--- config.mk ---
export PLATFORM = sky130hd
export DESIGN_NAME = mux_8_1_rr
export DESIGN_NICKNAME = d
export VERILOG_FILES = /design/src/rtl/mux_pkg.sv /design/src/rtl/rr_arbiter_8.sv /design/src/rtl/mux_8_1_rr.sv
export SDC_FILE = /design/constraint.sdc
export NUM_CORES = 1
export LEC_CHECK = 0
export CAP_MARGIN = 0
export CORE_MARGIN = 1
export CORE_UTILIZATION = 43
export DETAILED_ROUTE_END_ITERATION = 7
export GPL_TIMING_DRIVEN = 1
export PLACE_DENSITY_LB_ADDON = 0.12
export RECOVER_POWER = 25
export REMOVE_ABC_BUFFERS = 1
export SLEW_MARGIN = 20
export SYNTH_ARGS = -nofsm -noshare
export SYNTH_HDL_FRONTEND = slang
export SYNTH_SLANG_ARGS = --single-unit
--- constraint.sdc ---
create_clock -name clk -period 4.8 [get_ports clk]
set_input_delay 1.2 -clock clk [delete_from_list [all_inputs] [get_ports clk]]
set_output_delay 1.2 -clock clk [all_outputs]
set_load 0.02 [all_outputs]
--- src/rtl/mux_pkg.sv ---
//------------------------------------------------------------------------------
// Module   : mux_pkg
// Purpose  : Shared constants and types for the 8:1 round-robin collector.
//            The sel_t type matches the 1:8 demux select.
// Revision : 1.0 - initial release
//------------------------------------------------------------------------------
`default_nettype none

package mux_pkg;

  localparam int N_CH  = 8;
  localparam int SEL_W = 3;

  typedef logic [SEL_W-1:0] sel_t;

endpackage : mux_pkg

`default_nettype wire

--- src/rtl/rr_arbiter_8.sv ---
//------------------------------------------------------------------------------
// Module   : rr_arbiter_8
// Purpose  : Combinational eight-way round-robin search. The search starts at
//            ptr, goes upward and wraps from 7 to 0. The first active request
//            found wins.
// Revision : 1.0 - initial release
//------------------------------------------------------------------------------
`default_nettype none

module rr_arbiter_8
  import mux_pkg::*;
(
  input  logic [N_CH-1:0] req,
  input  sel_t            ptr,
  output sel_t            gnt_idx,
  output logic            any_gnt
);

  sel_t cand;

  // Scan the offsets from farthest to nearest so the nearest request wins.
  // gnt_idx keeps the value of ptr when no request is active.
  always_comb begin
    gnt_idx = ptr;
    any_gnt = 1'b0;
    cand    = ptr;
    for (int k = N_CH - 1; k >= 0; k--) begin
      cand = ptr + sel_t'(k);
      if (req[cand]) begin
        gnt_idx = cand;
        any_gnt = 1'b1;
      end
    end
  end

endmodule : rr_arbiter_8

`default_nettype wire

--- src/rtl/mux_8_1_rr.sv ---
//------------------------------------------------------------------------------
// Module   : mux_8_1_rr
// Purpose  : Eight-channel round-robin stream collector. It merges eight
//            valid/ready inputs onto one registered output and tags each word
//            with its source channel.
// Revision : 1.0 - initial release
//------------------------------------------------------------------------------
`default_nettype none

module mux_8_1_rr
  import mux_pkg::*;
#(
  parameter int WIDTH = 8
) (
  input  logic                  clk,
  input  logic                  rst_n,
  input  logic [N_CH-1:0]       in_valid,
  input  logic [N_CH*WIDTH-1:0] in_data,
  output logic [N_CH-1:0]       in_ready,
  output logic                  out_valid,
  output logic [WIDTH-1:0]      out_data,
  output sel_t                  out_sel,
  input  logic                  out_ready
);

  sel_t ptr;
  sel_t gnt_idx;
  logic any_gnt;
  logic load_en;
  logic xfer;

  rr_arbiter_8 u_arb (
    .req     (in_valid),
    .ptr     (ptr),
    .gnt_idx (gnt_idx),
    .any_gnt (any_gnt)
  );

  // The output register can take a new word when it is empty or is being
  // drained this cycle. No grant is issued while reset is held.
  assign load_en = ~out_valid | out_ready;
  assign xfer    = rst_n & load_en & any_gnt;

  // One-hot accept to the winning channel only.
  always_comb begin
    in_ready = '0;
    for (int i = 0; i < N_CH; i++) begin
      in_ready[i] = xfer && (gnt_idx == sel_t'(i));
    end
  end

  // Output register and priority pointer. A transfer loads the winner and
  // moves the winner to lowest priority. A drain with no new word only clears
  // out_valid.
  always_ff @(posedge clk) begin
    if (!rst_n) begin
      out_valid <= 1'b0;
      out_data  <= '0;
      out_sel   <= '0;
      ptr       <= '0;
    end else if (xfer) begin
      out_valid <= 1'b1;
      out_data  <= in_data[gnt_idx*WIDTH +: WIDTH];
      out_sel   <= gnt_idx;
      ptr       <= gnt_idx + sel_t'(1);
    end else if (out_ready) begin
      out_valid <= 1'b0;
    end
  end

endmodule : mux_8_1_rr

`default_nettype wire

==> impl_metrics.toml <==
[final_layout]
design_area_um2 = 4509
antenna_cells = 0
final_common_cell = "buf_4"
layout_common_cells = "buf_4 (72), clkdlybuf4s50_1 (71), a221oi_1 (36)"
nets = 568
fillCellCount = 498
area_delta_synth_final_pct = 56.29
drive_above_1_share_pct = 31.76

[floorplanning]
row_count = 29
io_pins = 95
die_x_um = 83.92
die_area_um2 = 7042
initial_core_util_pct = 44.92
die_y_um = 83.92
core_um2 = 6422

[global_routing]
grt_overflow = 0
grt_pass1_vias = 3414
grt_max_degree = 41
grt_usage_pct = 28.63
grt_pass1_wl_um = 16640
grt_antenna_before_repair = 0

[logic_synthesis]
yosysSeqAreaShare_pct = 10.41
yosysTopAreaCellShare_pct = 11.23
synth_edf_count = 0
synth_area_leader_cell = "a221oi_1"
synthCells = 351
synth_flop_cell = "dfxtp_1"
netlist_area_um2 = 2885
async_flop_share_pct = 0
synth_cell_types = 62
avgSynthCellArea_um2 = 8.220
yosysWarnings = 0
synth.area.top_cells = "a221oi_1 (11%), dfxtp_1 (10%), mux4_2 (7.8%), a221o_1 (5.6%), nand2_1 (4.7%)"
synth-seq-cells = 15

[drt]
drt_iter0_drc = 297
drc = 14
vias = 3629
wl_um = 10250
ant_nets = 0
avgViaCountPerCell = 6.423
wl_per_cell_um = 18.14
dr.pass1.iters = 8

[timing]
fin_skew_ns = 0.002049
finalMaxSlewViolations = 0
finalHoldViolCount = 0
max_slew.worst_pin.slew_ns = 1.073
final.period_utilization_pct = 101.1
fmax_ghz = 0.2060
setup_viol = 2
fin_ws_ns = -0.05335
fin_tns_setup_ns = -0.09708
maxSlewHeadroom_pct = 28.45
holdWs_ns = 0.4590
period_needed_ns = 4.853
grt_setup_unrepaired = "true"

[pwr]
ir_drop_mv = 0.6170
power.density_nw_per_um2 = 929.7
power.leakage_nw = 1.785

[clock_network]
clockBufferDepth = 2
h-tree-depth = 1
insertion_delay_ns = 0.25
cts_tree = "built"
clock-root-buffer = "clkbuf_8"
clock_sinks = 15
path_clk_slew_ns = 0.07
cts-buffers-inserted = 3

[placed_design]
placed_cell_area_um2 = 4278
portBuffers = 94
place_congestion = 0.8544
hpwl_um = 7497
pre_cts_slack_ns = -1.011

[worst_setup_path]
crit_chain = "buf_8 > mux4_2 > nand2_2 > o221ai_2 > or4_1 > a31o_1 > o311ai_4 > inv_2 > nor3_4 > nand2_2 > nor2_2 > buf_6"
critPathBufInv = 3
worstPathArrival_ns = 3.65
cp_slowest_stage_delay_ns = 0.53
critical_path.max_fanout = 5
critPathTopFamily = "simple AND/OR/NAND/NOR gates"
crit_top_cell = "nand2_2"
crit_type = "input port to output pin"
critPathLaunchType = "input port"
critical_path.endpoint_type = "output pin"
cp_slowest_cell = "or4_1"
crit_required_ns = 3.60

[min_path]
hold_class = "flop to flop"

[outcome]
status = "finished with violations"
violations = "design-rule violations, negative setup slack"

[run]
drv_cap = 0
## final cells by class
| class | count | area, um^2 | area share (%) |
|---|---|---|---|
| inverters | 6 | 22.52 | 0.4994 |
| flip-flops and latches | 15 | 301.5 | 6.687 |
| well taps | 77 | 96.34 | 2.137 |
| clock inverters | 1 | 5.005 | 0.1110 |
| repair buffers | 168 | 1513 | 33.55 |
| clock buffers | 3 | 41.29 | 0.9157 |
| multi-input cells | 295 | 2530 | 56.10 |
## cells by family after synthesis
family                     Yosys count  share of synthesized area [%]
AOI/OAI and AO/OA                  151                          45.45
and+or+nand+nor                    102                          17.43
buffers and inverters               41                          6.808
muxes                               31                          15.79
DFF                                 15                          10.41
xor gates and xnor gates             7                          2.385
adders and majority gates            4                          1.735
## registers in the layout (all words and copies together), names as in the netlist
register,cells
out_valid,1
out_sel,3
out_data,8
ptr,3
## metrics by stage
stage	instances	power, mW	utilization (%)
finish	565	4.192	70.21
global route	565	4.503	70.21
CTS	565	4.020	67.87
detailed placement	557	3.826	66.61
global placement	557	3.782	66.61
floorplan	316	2.461	-
## Yosys cell counts (all sizes together) (10+ instances only)
cell type  count
mux2          10
a221o         16
dfxtp         15
a221oi        37
nor2b         10
nand2         36
clkbuf        19
a22oi         11
a211oi        11
mux4          10
mux2i         11
buf           16
nor2          30
## worst paths after layout
check / start / to / slack, ns / depth (start not counted)
setup / recovery: in_valid[3] / in_ready[5] / -0.05 / 12
hold / removal: out_sel[0] / out_sel[0] / 0.46 / 2
setup reg to reg: ptr[0] / out_data[3] / 0.94 / 13
hold reg to reg: out_sel[0] / out_sel[0] / 0.46 / 2
## per-layer routing
layer	GRT usage (%)	vias to the layer above	routed length [um]
li1	-	1724	-
met1	39.99	1760	4585
met2	48.81	135	4895
met3	2.077	10	674
met4	4.702	0	93
met5	0	-	0
## report_power, final
part / leakage, nW / internal (mW) / switching [mW]
clock: 0.0255 / 0.0576 / 0.0510
combinational: 1.63 / 1.82 / 2.05
sequential: 0.125 / 0.181 / 0.0306
total: 1.78 / 2.06 / 2.13
## timing repair
action | 4_1_cts | 5_1_grt
pin swaps | 7 | 13
setup buffers | 4 | 1
resized for setup | 86 | 43
hold buffers | 0 | 0
setup endpoints to repair | 8 | 8
## worst reg2reg max path, delay by kind of cell, from the launching register on
kind            cells  cell delay (ns)
compound gates      6             2.17
buf+inv             3             0.44
flops               1             0.33
xor+xnor            1             0.33
fa+ha+maj           1             0.23
simple gates        1             0.20
mux                 1             0.07
Note: power is estimated with default switching activity, not from simulation.
